`config.mk`:
```
export PLATFORM = sky130hd
export DESIGN_NAME = vi53_sound
export DESIGN_NICKNAME = d
export VERILOG_FILES = /design/src/rtl/vi53_sound.sv
export SDC_FILE = /design/constraint.sdc
export NUM_CORES = 1
export LEC_CHECK = 0
export BUFFER_PORTS_ARGS = -buffer_cell sky130_fd_sc_hd__buf_4
export CAP_MARGIN = 0
export CORE_MARGIN = 2
export CORE_UTILIZATION = 60
export CTS_BUF_LIST = sky130_fd_sc_hd__clkbuf_2 sky130_fd_sc_hd__clkbuf_4 sky130_fd_sc_hd__clkbuf_8
export DETAILED_ROUTE_END_ITERATION = 8
export PLACE_DENSITY = 0.85
export SYNTH_ARGS = -nofsm -noshare
export SYNTH_HDL_FRONTEND = slang
export SYNTH_SLANG_ARGS = --single-unit
export TNS_END_PERCENT = 10
```
`constraint.sdc`:
```
create_clock -name clk_i -period 4.01 [get_ports clk_i]
set_clock_uncertainty 0.1 [all_clocks]
set_input_delay 0.802 -clock clk_i [delete_from_list [all_inputs] [get_ports clk_i]]
set_output_delay 0.802 -clock clk_i [all_outputs]
set_load 0.005 [all_outputs]
```
`src/rtl/vi53_sound.sv`:
```
// Sound mixer: synchronises and glitch-filters five 1-bit sources, mixes them
// into a weighted PCM level and drives a first-order sigma-delta DAC bit.
module vi53_sound #(
  parameter int unsigned FILT_LEN = 4,
  parameter int unsigned PCM_W    = 10
) (
  input  logic             clk_i,
  input  logic             reset_i,
  input  logic             ce_i,
  input  logic             out0_i,
  input  logic             out1_i,
  input  logic             out2_i,
  input  logic             beep_i,
  input  logic             tape_i,
  input  logic             cfg_we_i,
  input  logic [7:0]       cfg_d_i,
  output logic [7:0]       cfg_q_o,
  output logic [PCM_W-1:0] pcm_o,
  output logic             dac_o,
  output logic             active_o
);

  localparam int unsigned NumSrc = 5;

  // Source order: {tape, beep, out2, out1, out0}
  logic [NumSrc-1:0]      src;
  logic [NumSrc-1:0]      sync1_q, sync2_q;
  logic [NumSrc-1:0]      filt_q, filt_d;
  logic [NumSrc-1:0][3:0] cnt_q, cnt_d;
  logic [6:0]             cfg_q, cfg_d;
  logic [NumSrc-1:0]      en, hit;
  logic [8:0]             sum;
  logic [9:0]             level;
  logic [PCM_W-1:0]       pcm_q, pcm_d;
  logic                   active_q, active_d;
  logic [10:0]            acc_q, acc_d;
  logic                   dac_q;

  assign src = {tape_i, beep_i, out2_i, out1_i, out0_i};

  always_comb begin
    filt_d = filt_q;
    cnt_d  = cnt_q;
    if (ce_i) begin
      for (int i = 0; i < NumSrc; i++) begin
        if (sync2_q[i] == filt_q[i]) begin
          cnt_d[i] = 4'd0;
        end else begin
          cnt_d[i] = cnt_q[i] + 4'd1;
          if (cnt_d[i] == 4'(FILT_LEN)) begin
            filt_d[i] = sync2_q[i];
            cnt_d[i]  = 4'd0;
          end
        end
      end
    end
  end

  assign cfg_d = cfg_we_i ? cfg_d_i[6:0] : cfg_q;

  assign en  = {cfg_q[4], cfg_q[3], cfg_q[2:0]};
  assign hit = filt_q & en;

  always_comb begin
    sum = 9'd0;
    if (hit[0]) sum = sum + 9'd64;
    if (hit[1]) sum = sum + 9'd64;
    if (hit[2]) sum = sum + 9'd64;
    if (hit[3]) sum = sum + 9'd128;
    if (hit[4]) sum = sum + 9'd32;
  end

  always_comb begin
    level = 10'd0;
    unique case (cfg_q[6:5])
      2'b00: level = 10'd0;
      2'b01: level = {2'b00, sum[8:1]};
      2'b10: level = {1'b0, sum};
      2'b11: level = {sum, 1'b0};
      default: level = 10'd0;
    endcase
  end

  assign pcm_d    = PCM_W'(level);
  assign active_d = |hit;

  // Drop the previous carry, then add: dac is the carry-out of the new sum.
  assign acc_d = {1'b0, acc_q[9:0]} + 11'(pcm_q);

  always_ff @(posedge clk_i) begin
    if (reset_i) begin
      sync1_q  <= '0;
      sync2_q  <= '0;
      filt_q   <= '0;
      cnt_q    <= '0;
      cfg_q    <= 7'h5F;
      pcm_q    <= '0;
      active_q <= 1'b0;
      acc_q    <= '0;
      dac_q    <= 1'b0;
    end else begin
      sync1_q  <= src;
      sync2_q  <= sync1_q;
      filt_q   <= filt_d;
      cnt_q    <= cnt_d;
      cfg_q    <= cfg_d;
      pcm_q    <= pcm_d;
      active_q <= active_d;
      acc_q    <= acc_d;
      dac_q    <= acc_d[10];
    end
  end

  assign cfg_q_o  = {1'b0, cfg_q};
  assign pcm_o    = pcm_q;
  assign dac_o    = dac_q;
  assign active_o = active_q;

endmodule

```
==> results of run 1 <==
critical path: stages:
cell,delay (ns)
sky130_fd_sc_hd__buf_4,0.35
sky130_fd_sc_hd__inv_1,0.35
sky130_fd_sc_hd__a41o_1,0.33
sky130_fd_sc_hd__a31oi_1,0.14
sky130_fd_sc_hd__o311ai_1,0.11
cells in the mapped netlist, drive strengths merged (2+ instances only):
| master | n |
|---|---|
| and2 | 2 |
| a31oi | 3 |
| nand4b | 2 |
| mux2i | 13 |
| nor2 | 30 |
| clkbuf | 9 |
| buf | 8 |
| nand4 | 5 |
| nor4 | 5 |
| nand3 | 13 |
| o21ai | 5 |
| a21oi | 24 |
| xor2 | 7 |
| nor2b | 16 |
| nor3b | 2 |
| nand2 | 34 |
| inv | 11 |
| dfxtp | 56 |
| xnor2 | 8 |
| nor3 | 6 |
| ha | 12 |
worst paths after layout:
check	slack (ns)	start	endpoint
max	2.01	reset_i	acc_q[9]$_SDFF_PP0_
min	0.35	sync1_q[1]$_SDFF_PP0_	sync2_q[1]$_SDFF_PP0_
max reg2reg	2.18	filt_q[0]$_SDFFE_PP0P_	pcm_o[8]$_SDFF_PP0_
min reg2reg	0.35	sync1_q[1]$_SDFF_PP0_	sync2_q[1]$_SDFF_PP0_
stage by stage:
stage          power [W]  utilization, %  cell area, sq um
2_1_floorplan  0.0006419               -              2549
3_3_place_gp   0.0006631           68.29              2751
3_5_place_dp   0.0006660           68.29              2751
4_1_cts        0.0009881           70.71              2849
5_1_grt         0.001016           70.71              2849
6_report       0.0009775           70.71              2849
metal layers:
layer	global-route usage, %	vias to the layer above	share of wire (%)
li1	-	1010	-
met1	27.83	897	49
met2	34.50	50	45
met3	6.169	7	5.1
met4	8.578	0	1.4
met5	0	-	0
final cells by class:
class                      count  area (sq um)  share of cell area (%)
inverter                      11         41.29                   1.449
multi-input combinational    207          1301                   45.67
tap                           50         62.56                   2.196
timing repair buffer          30         225.2                   7.905
sequential                    56          1121                   39.35
clock buffer                   8         97.59                   3.426
placed cells by master, fill, tap and decap left out, types with 7 or more instances in the layout:
master / n
sky130_fd_sc_hd__inv_1: 9
sky130_fd_sc_hd__a21oi_1: 24
sky130_fd_sc_hd__nor2b_1: 16
sky130_fd_sc_hd__nand3_1: 13
sky130_fd_sc_hd__nor2_1: 30
sky130_fd_sc_hd__nand2_1: 32
sky130_fd_sc_hd__xnor2_1: 8
sky130_fd_sc_hd__mux2i_1: 13
sky130_fd_sc_hd__buf_4: 30
sky130_fd_sc_hd__xor2_1: 7
sky130_fd_sc_hd__dfxtp_1: 56
sky130_fd_sc_hd__ha_1: 12
power breakdown:
part           internal (W)  total [W]  switching, W  leakage, nW
combinational     0.0000335  0.0000722     0.0000388        0.707
sequential         0.000569   0.000581     0.0000124        0.455
clock              0.000155   0.000324      0.000169       0.0523
total              0.000757   0.000978      0.000220         1.21
flip-flops by register name, indices dropped and copies added (netlist names):
register	cells
sync1_q	5
active_o	1
acc_q	6
cfg_q	7
pcm_o	6
filt_q	5
dac_o	1
sync2_q	5
cnt_q	20
cell families after synthesis:
family / synth area share, %
and+or+nand+nor: 23.16
muxes: 5.136
xor gates and xnor gates: 5.185
DFF: 44.25
other: 0.1480
buffers and inverters: 4.988
AOI/OAI and AO/OA: 10.42
adders and majority gates: 6.716
==> out/qor.txt, run 1 <==
number of antenna diodes = 0
critical path start-end classification = primary input to flop
number of cells produced by synthesis = 287
power per cell area = 343.1 nW/um^2
ys flop type = sky130_fd_sc_hd__dfxtp_1
Fin Hold WS = 0.3454 ns
number of max-slew violations in the final report = 0
largest net degree at the start of global routing = 43
hpwl dp = 3233 microns
Crit path required time = 4.10 ns
drt drc = 0
maximum resistive drop on vdd = 0.2180 mV
number of I/O pins = 37
Std-Cell Rows = 23
highest fanout seen on the critical path = 42
CTS tree = built
area growth from synthesis to layout = 12.44%
setup repair after global routing missed its margin = false
status = finished clean
Die Outline Area = 4759 sq um
library cells used by synthesis = 44
detailed-route via count = 1,964
share of layout cells above drive strength 1 = 14.42%
placeable core region = 4029 sq um
leading post-synthesis cells by cell area = sky130_fd_sc_hd__dfxtp_1 (44%), sky130_fd_sc_hd__ha_1 (5.9%), sky130_fd_sc_hd__mux2i_1 (5.1%)
NumNets Final = 341
number of global-route vias before repair = 1,800
Detail Route Antenna Nets = 0
length in cells of the worst reg-to-reg path = 7
post-route non-filler standard cell count = 362
post-synthesis async set-or-reset flop share = 0%
number of max-capacitance violations reported = 0
clock-pin slew reported for the worst setup and hold paths after clock tree synthesis = 0.09 ns
Hold Path Depth = 1
kind of end point of the critical path = flop
final estimated routing congestion in global placement = 0.8668
classification of the worst-slack hold path = flop to flop
number of fill cells = 316
count of final hold-check violations = 0
Yosys warnings = 0
buffers added on ports = 30
antenna violations before repair = 0
number of flops mapped to enable cells by yosys = 0
setup tns final = 0 ns
first-pass GRT wire length = 7665 microns
leftover overflow at the end of global routing = 0
worst path arrival time = 2.09 ns
part of the Yosys area used for sequential elements = 44.25%
Starting Density = 62.89%
TritonCTS Buffers = 5
WL per Instance = 13.09 microns
insertion delay of the later-clocked pin in the worst-skew pair = 0.31 ns
drt pass-1 iters = 4
number of resized instances in the post-cts repair step = 0
vertical die dimension = 68.99 microns
period utilization = 49.95%
H-tree Lvls = 2
total of endpoints with negative setup slack in the final report = 0
Max Buffers Root-to-Sink = 2
dpl cells = 354
CTS Hold Bufs = 0
count of buffers added by post-CTS timing repair for setup = 0
portion of synthesized cell area occupied by the leading cell type = 44.25%
mean post-synth cell area = 8.828 sq um
Synth area leader = sky130_fd_sc_hd__dfxtp_1
Clock Sink Count = 56
Total Wirelength = 4739 microns
maximum operating frequency = 499.2 MHz
startpoint kind of the worst setup timing path = primary input
drt first-iter violations = 101
clk root buf = sky130_fd_sc_hd__clkbuf_8
Min Clock Period, post-route = 2.003 ns
total standard cell area after synthesis = 2534 sq um
die boundary width = 68.99 microns
Overall Global Routing Usage = 21.72%
Worst Setup Slack, final = 2.007 ns
flip-flop and latch count after synthesis = 56
setup slack after placement = 1.665 ns
Leakage = 1.215 nW
Vias per Instance = 5.425
No activity file was read; power rests on OpenSTA's default activity.
==> run 2: changes to the inputs <==
--- a/config.mk
+++ b/config.mk
@@ -8,10 +8,10 @@
 export BUFFER_PORTS_ARGS = -buffer_cell sky130_fd_sc_hd__buf_4
 export CAP_MARGIN = 0
 export CORE_MARGIN = 2
-export CORE_UTILIZATION = 60
+export CORE_UTILIZATION = 53
 export CTS_BUF_LIST = sky130_fd_sc_hd__clkbuf_2 sky130_fd_sc_hd__clkbuf_4 sky130_fd_sc_hd__clkbuf_8
 export DETAILED_ROUTE_END_ITERATION = 8
-export PLACE_DENSITY = 0.85
+export PLACE_DENSITY = 0.8
 export SYNTH_ARGS = -nofsm -noshare
 export SYNTH_HDL_FRONTEND = slang
 export SYNTH_SLANG_ARGS = --single-unit
==> constraint.sdc (replaced) <==
create_clock -name clk_i -period 1.82 [get_ports clk_i]
set_clock_uncertainty 0.1 [all_clocks]
set_input_delay 0.364 -clock clk_i [delete_from_list [all_inputs] [get_ports clk_i]]
set_output_delay 0.364 -clock clk_i [all_outputs]
set_load 0.005 [all_outputs]
==> run 2 against run 1 <==
Against the previous run: sequential power increased by 120%; setup slack got worse by 1.9 ns; cell count increased by 2.8%; sequential share of layout area decreased by 0.69 points; design area increased by 1.9%; power increased by 120%.
==> out/qor.txt, run 2 (same netlist as run 1, synthesis figures left out) <==
status = finished clean
Fin Hold WS = 0.1586 ns
largest net degree at the start of global routing = 24
most common library cell in the layout ignoring fill and taps = sky130_fd_sc_hd__dfxtp_1
Max Buffers Root-to-Sink = 2
Min Clock Period, post-route = 1.686 ns
share of layout cells above drive strength 1 = 16.67%
number of max-capacitance violations reported = 0
antenna violations before repair = 0
H-tree Lvls = 2
number of I/O pins = 37
largest register by flop count = cnt_q
classification of the worst-slack hold path = primary input to flop
setup tns final = 0 ns
highest fanout seen on the critical path = 4
largest registers ranked by flip-flop count = cnt_q x20, cfg_q x7
Detail Route Antenna Nets = 0
die boundary width = 73.14 microns
clock-pin slew reported for the worst setup and hold paths after clock tree synthesis = 0.09 ns
CTS tree = built
area growth from synthesis to layout = 14.57%
kind of end point of the critical path = flop
worst path arrival time = 1.80 ns
Crit path required time = 1.93 ns
detailed-route via count = 1,952
first-pass GRT wire length = 7665 microns
Overall Global Routing Usage = 18.59%
leading cell types in the layout, fill and taps excluded = sky130_fd_sc_hd__dfxtp_1 (55), sky130_fd_sc_hd__buf_4 (36), sky130_fd_sc_hd__nand2_1 (32)
NumNets Final = 347
Total Wirelength = 4577 microns
leftover overflow at the end of global routing = 0
number of antenna diodes = 0
number of fill cells = 398
insertion delay of the later-clocked pin in the worst-skew pair = 0.31 ns
total of endpoints with negative setup slack in the final report = 0
maximum operating frequency = 593.2 MHz
critical path start-end classification = flop to flop
flip-flop count of the largest register after layout = 20
critical-path cell list = nand2_1, ha_1, inv_1, nor2_1, xor2_1, mux2i_1, o31ai_2
highest cell delay on the worst timing path = 0.36 ns
drt first-iter violations = 109
number of buffers and inverters on the critical path = 1
WL per Instance = 12.30 microns
power per cell area = 746.8 nW/um^2
clk root buf = sky130_fd_sc_hd__clkbuf_8
placeable core region = 4661 sq um
count of final hold-check violations = 0
drt drc = 0
largest delay contributor family on the critical path = flip-flops
CTS Hold Bufs = 0
TritonCTS Buffers = 5
vertical die dimension = 73.14 microns
setup repair after global routing missed its margin = false
number of global-route vias before repair = 1,710
startpoint kind of the worst setup timing path = flop
hpwl dp = 3277 microns
period utilization = 92.62%
slowest cell on the critical path = sky130_fd_sc_hd__dfxtp_2
number of max-slew violations in the final report = 0
final estimated routing congestion in global placement = 0.7866
Die Outline Area = 5349 sq um
Leakage = 1.244 nW
buffers added on ports = 30
maximum resistive drop on vdd = 0.4094 mV
Clock Sink Count = 56
Vias per Instance = 5.247
drt pass-1 iters = 6
Starting Density = 54.36%
Std-Cell Rows = 25
==> run 2: path summary, 6_finish.rpt <==
kind / from / end / slack (ns) / cells past startpoint
setup / recovery: cfg_q[1]$_SDFFE_PP1P_ / pcm_o[7]$_SDFF_PP0_ / 0.13 / 7
hold / removal: cfg_d_i[2] / cfg_q[2]$_SDFFE_PP1P_ / 0.16 / 3
setup reg to reg: cfg_q[1]$_SDFFE_PP1P_ / pcm_o[7]$_SDFF_PP0_ / 0.13 / 7
hold reg to reg: sync1_q[3]$_SDFF_PP0_ / sync2_q[3]$_SDFF_PP0_ / 0.34 / 1
==> run 2: what timing repair did <==
item	CTS	global route
endpoints found under the setup margin	0	3
setup buffers	0	0
gates resized for setup	0	2
==> run 2: through the flow <==
| step | utilization (%) | cells | instance area [sq um] | worst slack, ns | total power [W] |
|---|---|---|---|---|---|
| floorplan | - | 291 | 2549 | 0.2427 | 0.001414 |
| global placement | 60.11 | 364 | 2801 | 0.1844 | 0.001470 |
| detailed placement | 60.11 | 364 | 2801 | 0.1368 | 0.001474 |
| CTS | 62.20 | 372 | 2899 | 0.1102 | 0.002177 |
| global route | 62.28 | 372 | 2903 | 0.003476 | 0.002238 |
| finish | 62.28 | 372 | 2903 | 0.1343 | 0.002168 |
==> run 2: cell type report <==
cell class                 instances  area (sq um)  area share, %
clock buffer                       8         97.59          3.362
inverter                          11         41.29          1.422
multi-input combinational        207          1304          44.91
sequential                        56          1122          38.66
tap                               54         67.56          2.328
timing repair buffer              36         270.3          9.310
==> run 2: report_power, final <==
part / total, W / leakage, nW / switching, W / internal (W)
registers: 0.00128 / 0.455 / 0.0000249 / 0.00125
clock network: 0.000722 / 0.0523 / 0.000381 / 0.000341
logic: 0.000167 / 0.737 / 0.0000879 / 0.0000796
==> run 2: routing by layer <==
layer,global-route usage (%),part of all wire [%],vias to the layer above
li1,-,-,1030
met1,25.43,48,879
met2,27.83,46,37
met3,5.249,4.3,6
met4,6.996,1.6,0
met5,0,0,-
==> run 2: worst register-to-register path, cell delays in order, from the launching register on <==
cell,delay [ns]
sky130_fd_sc_hd__dfxtp_2,0.36
sky130_fd_sc_hd__nand2_1,0.07
sky130_fd_sc_hd__ha_1,0.30
sky130_fd_sc_hd__inv_1,0.04
sky130_fd_sc_hd__nor2_1,0.12
sky130_fd_sc_hd__xor2_1,0.15
sky130_fd_sc_hd__mux2i_1,0.15
sky130_fd_sc_hd__o31ai_2,0.28
